File: config.mk
export PLATFORM = sky130hd
export DESIGN_NAME = pc_gen
export DESIGN_NICKNAME = d
export VERILOG_FILES = /design/src/rtl/pc_gen.sv
export SDC_FILE = /design/constraint.sdc
export NUM_CORES = 1
export LEC_CHECK = 0
export ABC_AREA = 1
export BUFFER_PORTS_ARGS = -buffer_cell sky130_fd_sc_hd__buf_2
export CAP_MARGIN = 10
export CORE_ASPECT_RATIO = 0.75
export CORE_MARGIN = 5
export CORE_UTILIZATION = 56
export CTS_BUF_LIST = sky130_fd_sc_hd__clkbuf_16
export DETAILED_ROUTE_END_ITERATION = 8
export PLACE_DENSITY = 0.89
export SETUP_SLACK_MARGIN = 0.02
export SYNTH_ARGS = -nofsm -noshare
export SYNTH_HDL_FRONTEND = slang
export SYNTH_SLANG_ARGS = --single-unit
File: constraint.sdc
create_clock -name clk -period 5 [get_ports clk]
set_input_delay 0.5 -clock clk [delete_from_list [all_inputs] [get_ports clk]]
set_output_delay 0.5 -clock clk [all_outputs]
set_load 0.005 [all_outputs]
File: src/rtl/pc_gen.sv
// pc_gen: program-counter generator for the single-stage RV core.
//
// Holds the fetch PC, runs a valid/ready handshake with the instruction-fetch
// port, and applies redirects in priority order trap > mret > jalr > br_jal >
// sequential. A taken jump that arrives while the fetch is not accepted is
// buffered in pend_pc until the handshake fires. Misaligned jump targets are
// rejected and reported for one cycle.
//
// Ports:
//   clk              rising-edge clock
//   rst              synchronous active-low reset
//   stall            hold PC; blocks sequential and jump advance
//   imm              immediate for jal/branch target (pc+imm)
//   alu_out          jalr target before bit-0 clear
//   br_jal           taken branch or jal request
//   jalr             jalr request
//   trap, trap_vec   exception/interrupt entry and its vector
//   mret, mepc       trap return and saved PC
//   if_ready         fetch port accepts the current pc
//   if_req           pc is valid for fetch
//   pc               current PC
//   normal_pc        pc+4 (link value)
//   jal_branch_pc    pc+imm
//   redirect_pending a buffered jump target is waiting
//   misalign         rejected jump target this cycle
//   misalign_addr    offending target, valid with misalign
//
// state | meaning
// BOOT  | after reset, pc=RESET_VECTOR, no fetch request
// RUN   | fetching, if_req=1
module pc_gen #(
  parameter int               XLEN         = 32,
  parameter logic [XLEN-1:0]  RESET_VECTOR = '0,
  parameter int               IALIGN       = 32
) (
  input  logic            clk,
  input  logic            rst,
  input  logic            stall,
  input  logic [XLEN-1:0] imm,
  input  logic [XLEN-1:0] alu_out,
  input  logic            br_jal,
  input  logic            jalr,
  input  logic            trap,
  input  logic [XLEN-1:0] trap_vec,
  input  logic            mret,
  input  logic [XLEN-1:0] mepc,
  input  logic            if_ready,
  output logic            if_req,
  output logic [XLEN-1:0] pc,
  output logic [XLEN-1:0] normal_pc,
  output logic [XLEN-1:0] jal_branch_pc,
  output logic            redirect_pending,
  output logic            misalign,
  output logic [XLEN-1:0] misalign_addr
);

  typedef enum logic {BOOT = 1'b0, RUN = 1'b1} state_t;

  state_t          state, state_nxt;
  logic [XLEN-1:0] pc_nxt;
  logic            pend_valid, pend_valid_nxt;
  logic [XLEN-1:0] pend_pc, pend_pc_nxt;
  logic [XLEN-1:0] jump_target;
  logic            jump_req;
  logic            target_bad;
  logic            fire;

  assign normal_pc        = pc + XLEN'(4);
  assign jal_branch_pc    = pc + imm;
  assign redirect_pending = pend_valid;
  assign if_req           = (state == RUN);
  assign fire             = if_req & if_ready & ~stall;

  assign jump_req    = jalr | br_jal;
  assign jump_target = jalr ? {alu_out[XLEN-1:1], 1'b0} : jal_branch_pc;

  generate
    if (IALIGN == 16) begin : g_align16
      assign target_bad = jump_target[0];
    end else begin : g_align32
      assign target_bad = |jump_target[1:0];
    end
  endgenerate

  always_ff @(posedge clk) begin
    if (!rst) begin
      state      <= BOOT;
      pc         <= RESET_VECTOR;
      pend_valid <= 1'b0;
      pend_pc    <= '0;
    end else begin
      state      <= state_nxt;
      pc         <= pc_nxt;
      pend_valid <= pend_valid_nxt;
      pend_pc    <= pend_pc_nxt;
    end
  end

  always_comb begin
    state_nxt      = state;
    pc_nxt         = pc;
    pend_valid_nxt = pend_valid;
    pend_pc_nxt    = pend_pc;
    misalign       = 1'b0;
    misalign_addr  = '0;

    if (trap) begin
      state_nxt      = RUN;
      pc_nxt         = {trap_vec[XLEN-1:1], 1'b0};
      pend_valid_nxt = 1'b0;
    end else if (mret) begin
      state_nxt      = RUN;
      pc_nxt         = {mepc[XLEN-1:1], 1'b0};
      pend_valid_nxt = 1'b0;
    end else if (state == BOOT) begin
      state_nxt = RUN;
    end else if (pend_valid) begin
      // the jump source is still being held; only the buffered target matters
      if (fire) begin
        pc_nxt         = pend_pc;
        pend_valid_nxt = 1'b0;
      end
    end else if (jump_req) begin
      if (target_bad) begin
        misalign      = rst;
        misalign_addr = rst ? jump_target : '0;
      end else if (fire) begin
        pc_nxt = jump_target;
      end else begin
        pend_pc_nxt    = jump_target;
        pend_valid_nxt = 1'b1;
      end
    end else if (fire) begin
      pc_nxt = normal_pc;
    end
  end

endmodule

==> results.toml <==
[clock_network]
cts_sinks = 66
clk_pin_slew_ps = 50
cts.path.max_buffers = 2
cts_buffers = 9
cts.root.buffer_cell = "clkbuf_16"
tritoncts = "yes"
clkLatencyLatePin_ps = 340
postCtsHoldBufs = 0
cts_resized = 0
post_cts_buffers = 0
h-tree-depth = 3

[pwr]
power_mw = 2.12
p_comb_share_pct = 39.4
intPower_mw = 1.29
p_clk_share_pct = 31.4
pwr-share-seq_pct = 29.2
switchingPower_mw = 0.834
switching_share_pct = 39.3
ir_worst_vdd_mv = 0.163
p_leak_nw = 5.44
power_density_mw_per_mm2 = 233

[worst_setup_path]
path_buf_inv = 6
start_kind = "input pin"
rrSetupSlack_ps = 1880
criticalPathCategory = "input pin to output pin"
crit_chain = "buf_2 -> inv_1 -> nor2_1 -> inv_1 -> nor2_1 -> inv_1 -> nor3_1 -> nor2_2 -> buf_4 -> nor2_1 -> buf_2"
cp_max_fo = 37
crit_required_ps = 4500
cp-end-kind = "output pin"
cpPeakStageDelay_ps = 640
cp.arrival_ps = 3080
cp_top_family = "buffers and inverters"
critPathSlowestCell = "inv_1"

[sta]
worstMarginPinSlew_ps = 1120
setup_viol = 0
fmax_mhz = 279
fin_worst_skew_ps = 4.97
fin_crit_ps = 3580
finalMaxSlewViolations = 0
finalHoldViolCount = 0
tns_ps = 0
slew_headroom_pct = 25.4
rsz0062_at_grt = "false"
min_period_over_period_pct = 71.6

[yosys]
synth-async-reset-ratio_pct = 0
synth_cell_types = 40
synth_seq_cells = 66
yosysWarnings = 0
postSynthAreaPerCell_um2 = 5.36
synth_edf_count = 0
synthesis.nets = 1562
synth-seq-area-share_pct = 17.7
syn_area_mm2 = 0.00747
synthCells = 1393
synth_ff_type = "dfxtp_1"

[cells_and_area]
area_delta_synth_final_pct = 22.2
antenna_cells = 0
final_area_mm2 = 0.00913
layout_common_cells = "480 x nand2_1, 263 x buf_2, 217 x inv_1"
layout_commonest_cell = "nand2_1"
final_core_util_pct = 70.1
drive_above_1_share_pct = 19.8
fin_cells = 1795
fin_nets = 1788

[detailed_routing]
route.detailed.drc = 0
vias = 9971
viasPerCell = 5.55
dr.first_iter.drc_count = 1081
drtAntennaViolNets = 0
drt_wl_total_um = 30800
first_pass_iters = 6
wl_per_cell_um = 17.1

[global_route]
grt_pass1_wl_um = 45400
antenna_found_initial = 1
grt_overflow = 0
grt.busiest_layer = "met2"
use_met1_pct = 49.1
grt.total_usage_pct = 37.1
first_global_vias = 8772
grt_max_degree = 54
met3_usage_pct = 8.67
grt_use_met2_pct = 59.1

[placement]
dpl-instance-area_mm2 = 0.00882
dpl.cell_count = 1779
dp_hpwl_um = 24700
gp_congestion = 1.03
io_buffers = 263

[floorplan]
coreArea_mm2 = 0.0130
die_y_um = 110
start_util_pct = 57.4
die_w_um = 143
rows = 36
io_pins = 267
dieArea_mm2 = 0.0158

[run]
maxCapViolations = 0

[run_status]
status = "complete, no violations"

[worst_hold_path]
hold_path_class = "input pin to flop"
[final cells by class]
class / instances / area, um2
repair buffers: 266 / 1340
clock inverters: 7 / 85.1
fillers: 1220 / 3890
multi-input cells: 1054 / 5110
inverters: 222 / 833
clock buffers: 9 / 225
well taps: 171 / 214
flip-flops and latches: 66 / 1320
[layer usage]
layer	wire (um)	part of all wire, %
met4	1250	4.0
met5	13	0.042
met1	12500	40
met2	13200	43
met3	3880	13
[state kept, by name (all words and copies together), names as in the netlist, named ones only]
register / count
redirect_pending: 1
if_req: 1
pc: 31
pend_pc: 32
[Yosys cell counts, types with 16 or more instances]
cell	count	area share, %
ha_1	32	5.4
dfxtp_1	66	18
inv_1	216	11
o211ai_1	26	2.6
o21ai_0	54	3.6
nand2_1	480	24
a21oi_1	111	7.4
nor2_1	148	7.4
nor3_1	19	1.3
or2_2	16	1.3
nand3_1	76	5.1
xor2_1	24	2.8
clkbuf_1	34	1.7
[final timing paths]
check                               start  cells after the start                 endpoint
hold / removal                trap_vec[6]                      3       pc[6]$_SDFFE_PN0P_
hold reg to reg   pend_pc[0]$_SDFFE_PN0P_                      2  pend_pc[0]$_SDFFE_PN0P_
setup reg to reg                     flop                     13  pend_pc[7]$_SDFFE_PN0P_
setup / recovery                      rst                     11        misalign_addr[22]
[logic make-up (layout without fill, tap and decap cells)]
group | after synthesis | in the layout | synth area share, %
adders and majority gates | 33 | 33 | 5.63
buffers and inverters | 273 | 504 | 14.0
xor gates and xnor gates | 33 | 33 | 3.87
DFF | 66 | 66 | 17.7
and+or+nand+nor | 775 | 775 | 43.0
AOI/OAI and AO/OA | 213 | 213 | 15.8
[stage by stage]
| stage | setup slack [ps] | hold slack, ps |
|---|---|---|
| finish | 1420 | 446 |
| global route | 1220 | 470 |
| CTS | 1530 | 444 |
| detailed placement | 1550 | 453 |
| global placement | 1590 | 444 |
| floorplan | 2410 | 434 |
[power by group through the flow]
stage          combinational [mW]  sequential (mW)  clock (mW)
6_report                    0.837            0.619       0.667
5_1_grt                     0.923            0.621       0.688
4_1_cts                     0.820            0.616       0.665
3_5_place_dp                0.813            0.627           0
3_3_place_gp                0.805            0.626           0
2_1_floorplan               0.503            0.602           0
[tightest hold or removal path, cell delays in order]
cell and delay [ps]:
buf_2 70, o21ai_0 60, a21oi_1 110
No activity file was read; power rests on OpenSTA's default activity.
